[src/rtl/regfile_pkg.sv]
// Shared register-file constants and address type.
// Reused by the CPU top for instruction-field decode.
package regfile_pkg;

  localparam int RF_DATA_W   = 32;
  localparam int RF_ADDR_W   = 5;
  localparam int RF_XP_IDX   = 30;
  localparam int RF_ZERO_IDX = 31;

  typedef logic [RF_ADDR_W-1:0] rf_addr_t;

endpackage

[src/rtl/regfile_sb_pend.sv]
// Pending-write scoreboard: one bit per register.
// A set and a clear on the same register in one cycle leave the bit set.
module pend_scoreboard
  import regfile_pkg::*;
#(
  parameter int ADDR_W   = RF_ADDR_W,
  parameter int ZERO_IDX = RF_ZERO_IDX
) (
  input  logic                 clk,
  input  logic                 rst_n,
  input  logic                 set,
  input  logic [ADDR_W-1:0]    set_addr,
  input  logic                 clr,
  input  logic [ADDR_W-1:0]    clr_addr,
  input  logic [ADDR_W-1:0]    addr_a,
  input  logic [ADDR_W-1:0]    addr_b,
  output logic                 hit_a,
  output logic                 hit_b,
  output logic [2**ADDR_W-1:0] pend
);

  localparam int N = 2**ADDR_W;
  localparam logic [ADDR_W-1:0] ZA = ADDR_W'(ZERO_IDX);

  logic [N-1:0] nxt;

  // Set is applied after clear so a new producer supersedes the old one.
  always_comb begin
    nxt = pend;
    if (clr) nxt[clr_addr] = 1'b0;
    if (set) nxt[set_addr] = 1'b1;
    nxt[ZA] = 1'b0;
  end

  always_ff @(posedge clk or negedge rst_n) begin
    if (!rst_n) pend <= '0;
    else        pend <= nxt;
  end

  assign hit_a = pend[addr_a];
  assign hit_b = pend[addr_b];

endmodule

[src/rtl/regfile_sb.sv]
// Three-address register file with write bypass, zero register
// and a pending-write scoreboard driving the decode stall.
module regfile_sb
  import regfile_pkg::*;
#(
  parameter int DATA_W   = RF_DATA_W,
  parameter int ADDR_W   = RF_ADDR_W,
  parameter int XP_IDX   = RF_XP_IDX,
  parameter int ZERO_IDX = RF_ZERO_IDX,
  parameter int BYPASS   = 1
) (
  input  logic                 clk,
  input  logic                 rst_n,
  input  logic [ADDR_W-1:0]    ra_i,
  input  logic [ADDR_W-1:0]    rb_i,
  input  logic [ADDR_W-1:0]    rc_i,
  input  logic                 ra2sel_i,
  input  logic                 wasel_i,
  input  logic                 werf_i,
  input  logic [DATA_W-1:0]    wd_i,
  input  logic                 pend_set_i,
  input  logic [ADDR_W-1:0]    pend_addr_i,
  output logic [DATA_W-1:0]    rd1_o,
  output logic [DATA_W-1:0]    rd2_o,
  output logic                 hazard_o,
  output logic [2**ADDR_W-1:0] pend_o
);

  localparam int N = 2**ADDR_W;
  localparam logic [ADDR_W-1:0] XA = ADDR_W'(XP_IDX);
  localparam logic [ADDR_W-1:0] ZA = ADDR_W'(ZERO_IDX);
  localparam bit BYP = (BYPASS != 0);

  logic [DATA_W-1:0] regs [N];
  logic [ADDR_W-1:0] wa;
  logic [ADDR_W-1:0] a2;
  logic              wr;
  logic              we;
  logic              res1;
  logic              res2;
  logic              pa;
  logic              pb;

  assign wa = wasel_i ? XA : rc_i;
  assign a2 = ra2sel_i ? rc_i : rb_i;
  assign wr = werf_i & rst_n;
  assign we = wr & (wa != ZA);

  assign res1 = BYP & wr & (wa == ra_i);
  assign res2 = BYP & wr & (wa == a2);

  always_ff @(posedge clk or negedge rst_n) begin
    if (!rst_n) begin
      for (int i = 0; i < N; i++) regs[i] <= '0;
    end else if (we) begin
      regs[wa] <= wd_i;
    end
  end

  always_comb begin
    rd1_o = '0;
    rd2_o = '0;
    if (rst_n && ra_i != ZA) rd1_o = res1 ? wd_i : regs[ra_i];
    if (rst_n && a2 != ZA)   rd2_o = res2 ? wd_i : regs[a2];
  end

  pend_scoreboard #(
    .ADDR_W   (ADDR_W),
    .ZERO_IDX (ZERO_IDX)
  ) u_sb (
    .clk      (clk),
    .rst_n    (rst_n),
    .set      (pend_set_i),
    .set_addr (pend_addr_i),
    .clr      (wr),
    .clr_addr (wa),
    .addr_a   (ra_i),
    .addr_b   (a2),
    .hit_a    (pa),
    .hit_b    (pb),
    .pend     (pend_o)
  );

  assign hazard_o = rst_n & ((pa & ~res1) | (pb & ~res2));

endmodule

[config.mk]
export PLATFORM = sky130hd
export DESIGN_NAME = regfile_sb
export DESIGN_NICKNAME = d
export VERILOG_FILES = /design/src/rtl/regfile_pkg.sv /design/src/rtl/regfile_sb_pend.sv /design/src/rtl/regfile_sb.sv
export SDC_FILE = /design/constraint.sdc
export NUM_CORES = 2
export LEC_CHECK = 0
export CAP_MARGIN = 10
export CORE_AREA = 2 2 498 500
export DETAILED_ROUTE_END_ITERATION = 12
export DIE_AREA = 0 0 500 502
export PLACE_DENSITY = 0.49
export SLEW_MARGIN = 20
export SYNTH_ARGS = -nofsm -noshare
export SYNTH_HDL_FRONTEND = slang
export SYNTH_HIERARCHICAL = 1
export SYNTH_SLANG_ARGS = --single-unit
[constraint.sdc]
create_clock -name clk -period 2.9 [get_ports clk]
set_input_delay 0.435 -clock clk [delete_from_list [all_inputs] [get_ports clk]]
set_output_delay 0.435 -clock clk [all_outputs]
set_load 0.005 [all_outputs]
==> metrics <==
Die Width 500 microns; Clk Tree Root Cell clkbuf_16; H-Tree Depth 3; worst skew pair latency 0.77 ns; area leader, netlist dfrtp_1; CP endpoint kind output port; # clock sinks 1055; I/O pin count 155; Net Sw Power 12800 uW; max cap viols 0; Commonest cells post-synth 1055 x dfrtp_1, 1054 x mux2_2, 879 x nand2_1; final-report max-slew violation count 0; post-synthesis sequential area ratio 43.2%; cell area after layout 81600 sq um; filler cell count 24200; Hold Violations, Final 0; CP max FO 3; CP startpoint kind flip-flop; Die Ht 502 microns; synthesis-stage register bit count 1055; Setup CP Type flip-flop to output port; synthesis-to-layout area growth 33.7%; largest net degree at the start of global routing 177; placer congestion estimate 0.846; Buffers on Ports 153; Data arrival, critical path 2.92 ns; fmax 0.298 GHz; pwr dens 529 nW/um^2; initial antenna violation count 4; Worst-Margin Slew 1.02 ns; DR vias/cell 5.55; CP endpoint rd2_o[20]; first-pass GRT wire length 379000 microns; WP data required 2.47 ns; via count 52300; Die ar. 251000 sq um; Fin Clk Skew 0 ns; clock buffer depth 3; worst path cell trace buf_4, nand2_1, a22oi_2, o22ai_1, o21ai_1, nand4_1, o211ai_1, o211a_1, buf_2; Core Area 245000 sq um; maximum vdd drop 501 uV; Starting DRT DRC Count 5916; Int Power 30400 uW; post-synth top area share 43.2%; HP Class primary input to async pin; Final Core Density 33.3%; NumNets Final 6170; Antenna diodes 0; grt ovf 0; share of post-route cells with drive strength above 1 47.9%; RR Startpoint regs[263]; Gate Count Post-Synth 5447; reg2reg path depth 3; crit share post-route 116%; status finished with violations; Synth area leaders dfrtp_1 43%, mux2_2 19%, mux4_2 12%; ANT nets after route 0; number of synthesized flops with an enable pin 0; routed len/inst 28.3 microns; Comb power frac 22.5%; post-route minimum period 3.35 ns; max incr delay on CP 0.60 ns; Total Routing Usage GR 20.5%; Yosys Warn Count 6; Syn Area/Cell 11.2 sq um; reg2reg end regs[263]; Reg2Reg Setup Slack 1.89 ns; DRT Pass-1 Iters 9; Relative slew margins 32.0%; drc violations 0; DPL Wire Length 167000 microns; Initial Util 24.9%; TritonCTS clock tree built; Clk pwr share 37.2%; Yosys cell types 59; RSZ-0062 raised after global routing yes; clock buffer count from CTS 117; Critical-path top delay cell o211ai_1; Setup crit start regs[84]; count leader, synth dfrtp_1; CTS clk-pin slew, worst paths 0.06 ns; sequential share of power 40.4%; failing checks setup timing; Post-Place Cell Area 72000 sq um; Synth Cell Area 61100 sq um; final worst slack -0.454 ns; share of synthesized flip-flops with an asynchronous set or reset 100%; WL final 267000 microns; Synthesized Nets 5505; row count 182; Net Sw Frac 29.5%; final setup fails 65; leakage 0.0350 uW; vias in the first global route 51400; Most used DFF post-synth dfrtp_1
cell type report:
| cell class | instances | area (sq um) | share of cell area [%] |
|---|---|---|---|
| Timing Repair Buffer | 1135 | 12600 | 15.4 |
| Clock inverter | 49 | 696 | 0.852 |
| Inverter | 18 | 88.8 | 0.109 |
| Clock buffer | 167 | 3360 | 4.11 |
| Timing Repair inverter | 1 | 11.3 | 0.0138 |
| Sequential cell | 1055 | 26400 | 32.3 |
| Tap cell | 3220 | 4030 | 4.93 |
| Multi-Input combinational cell | 3784 | 34500 | 42.2 |
through the flow:
stage	TNS (ns)	hold slack, ns	total power [uW]	setup WS [ns]	instances
after global placement	-101.00	0.380	25900	-1.21	8920
after floorplan	-0.0973	0.139	22000	-0.0973	5447
after detailed placement	-86.00	0.385	26000	-1.20	8920
final	-14.60	0.116	43200	-0.454	9429
after CTS	-19.26	0.118	43000	-0.443	9356
after global routing	-19.44	0.157	44800	-0.505	9429
worst min-delay path by stage:
stage	startpoint	end	slack, ns	depth (start not counted)
2_1_floorplan	rst_n	regs[0]	0.14	0
3_3_place_gp	regs[26]	regs[26]	0.38	0
3_5_place_dp	regs[25]	regs[25]	0.38	0
4_1_cts	rst_n	regs[286]	0.12	3
5_1_grt	rst_n	regs[992]	0.16	3
6_report	rst_n	regs[992]	0.12	3
worst max-delay path, delay by kind of cell (launching register included):
family | cells | cell delay (ns)
DFF | 1 | 0.38
buffers and inverters | 2 | 0.24
AOI/OAI and AO/OA | 5 | 1.28
and+or+nand+nor | 2 | 0.25
cell families after synthesis:
logic type,count (synthesis),share of synthesized area [%]
buf+inv,608,4.14
simple gates,1253,8.48
other cells,1,0.00614
mux,1437,32.5
flops,1055,43.2
compound gates,1092,11.7
xor+xnor,1,0.0143
state kept, by name (all words and copies together) (netlist names):
register / cells
regs: 1024
u_sb/pend: 31
per-layer routing:
| metal | share of wire, % | GRT usage [%] | up-vias | routed length, microns |
|---|---|---|---|---|
| li1 | - | - | 21700 | - |
| met1 | 43 | 28.5 | 27400 | 115000 |
| met2 | 45 | 31.8 | 2658 | 120000 |
| met3 | 7.8 | 3.51 | 518 | 20900 |
| met4 | 4.1 | 7.81 | 0 | 10900 |
| met5 | 0 | 0 | - | 0 |
cells in the final DEF (no fill, tap or decap), drive strengths merged, types with 52 or more instances in the layout:
cell type      instances
clkbuf               175
buf                 1050
mux4                 327
clkdlybuf4s50         69
a221oi                65
mux2i                 52
nand4                 66
a211oi                66
a21oi                260
nand2                879
o22ai                164
a22oi                256
nor2                 141
mux2                1058
nand3                114
o21ai                140
dfrtp               1055
power by group through the flow:
stage | Sequential, uW | Combinational, uW | Clock, uW
floorplan | 17200 | 4740 | 0
global placement | 17600 | 8330 | 0
detailed placement | 17600 | 8410 | 0
CTS | 17400 | 9360 | 16300
global route | 17600 | 10300 | 16900
finish | 17400 | 9690 | 16000
timing repair:
| item | CTS | global route |
|---|---|---|
| endpoints found under the hold margin | 14 | 0 |
| endpoints found under the setup margin | 65 | 184 |
| pin swaps | 213 | 190 |
| hold buffers | 1 | 0 |
| setup buffers | 236 | 94 |
| cloned | 15 | 9 |
| gates resized for setup | 755 | 226 |
No activity file was read; power rests on OpenSTA's default activity.
==> RTL change (config.mk and constraints unchanged) <==
The package constant `RF_DATA_W` goes from 32 to 24.
--- a/src/rtl/regfile_pkg.sv
+++ b/src/rtl/regfile_pkg.sv
@@ -4,3 +4,3 @@
 
-  localparam int RF_DATA_W   = 32;
+  localparam int RF_DATA_W   = 24;
   localparam int RF_ADDR_W   = 5;
Ports: changed (resized rd1_o, rd2_o and wd_i); port bits go from 155 to 131. The function was not compared with the original's and may differ.
==> RTL change against the original RTL <==
The run still ends with setup timing left; sequential cell count decreased by 256; critical path depth decreased by 2; setup slack improved by 0.027 ns; routed wire length decreased by 20%; design area decreased by 17%; power decreased by 20%; non-clock buffer count increased by 137; clock skew unchanged; area after synthesis decreased by 24%; count of clock-buffer cells in the layout decreased by 25; largest power group unchanged.
==> RTL change: results (changes against the original RTL) <==
[outcome]
outcome=complete, but fails checks  ; unchanged
failed_checks=setup timing  ; unchanged

[finish]
bufAreaShareNonClock=0.1885  ; was 0.1539
clock_buffer_count=142  ; was 167
diodes=11  ; was 0
finalNetCount=5134  ; was 6170
sh_seq_area=0.2950  ; was 0.3234
drive_gt1_frac=0.5418  ; was 0.4787

[worst_setup_path]
arrival_ns=2.89  ; was 2.92 ns
rrSetupSlack_ns=1.87  ; was 1.89 ns
critPathLaunch=regs[493]  ; was regs[84]
crit_path_max_fanout=2  ; was 3

[placed_design]
gp_congestion=0.8919  ; was 0.8456
hpwlAfterDp_um=143300  ; was 167500 um
placedInstanceArea_um2=59180  ; was 72020 um^2

[clocking]
clk_latency_ns=0.72  ; was 0.77 ns
tritoncts.num_buffers=96  ; was 117

[logic_synthesis]
syn-instance-count=4156  ; was 5447
ys_types=60  ; was 59
synth_compound_area_frac=0.1220  ; was 0.1169
synth_sequential_area_ratio=0.4294  ; was 0.4322

[route]
drt_iter0_drc=4018  ; was 5916
dr_total_vias=41320  ; was 52340
drt-met1-wl_um=84560  ; was 115300 um
route.met2.wl_um=102500  ; was 120000 um
routed-wl-met3_um=14390  ; was 20900 um

[global_route]
number_of_antenna_violations_at_the_first_check_in_global_routing=8  ; was 4

[sta]
setup_ws_ns=-0.4269  ; was -0.4540 ns
finalSetupViolCount=49  ; was 65

[power_and_ir_drop]
power_per_cell_area_nw_per_um2=509.8  ; was 528.7 nW/um^2

RTL change: repair_timing:
item                                    CTS  global route
resized for setup                       752           230
cloned                                   11             7
pin swaps                               178           119
hold buffers                              3             0
endpoints found under the hold margin    11             0
endpoints found under the setup margin   49            49
buffers inserted                        158            39
RTL change: power by group:
part           switching [uW]  internal, uW
sequential                849         12300
clock                    5270          7550
combinational            4150          4490
total                   10300         24300
RTL change: critical path, delay by kind of cell, from the launching register on:
kind	cells	cell delay, ns
AND/OR/NAND/NOR	2	0.22
buffers and inverters	2	0.34
flip-flops	1	0.39
multiplexers	2	1.03
AO/OA/AOI/OAI	1	0.18
RTL change: through the flow:
stage,TNS [ns],worst slack (ns)
after floorplan,-0.01245,-0.01245
after global placement,-67.18,-1.651
after detailed placement,-64.66,-1.570
after CTS,-15.67,-0.4708
after global routing,-16.99,-0.4802
final,-14.26,-0.4269
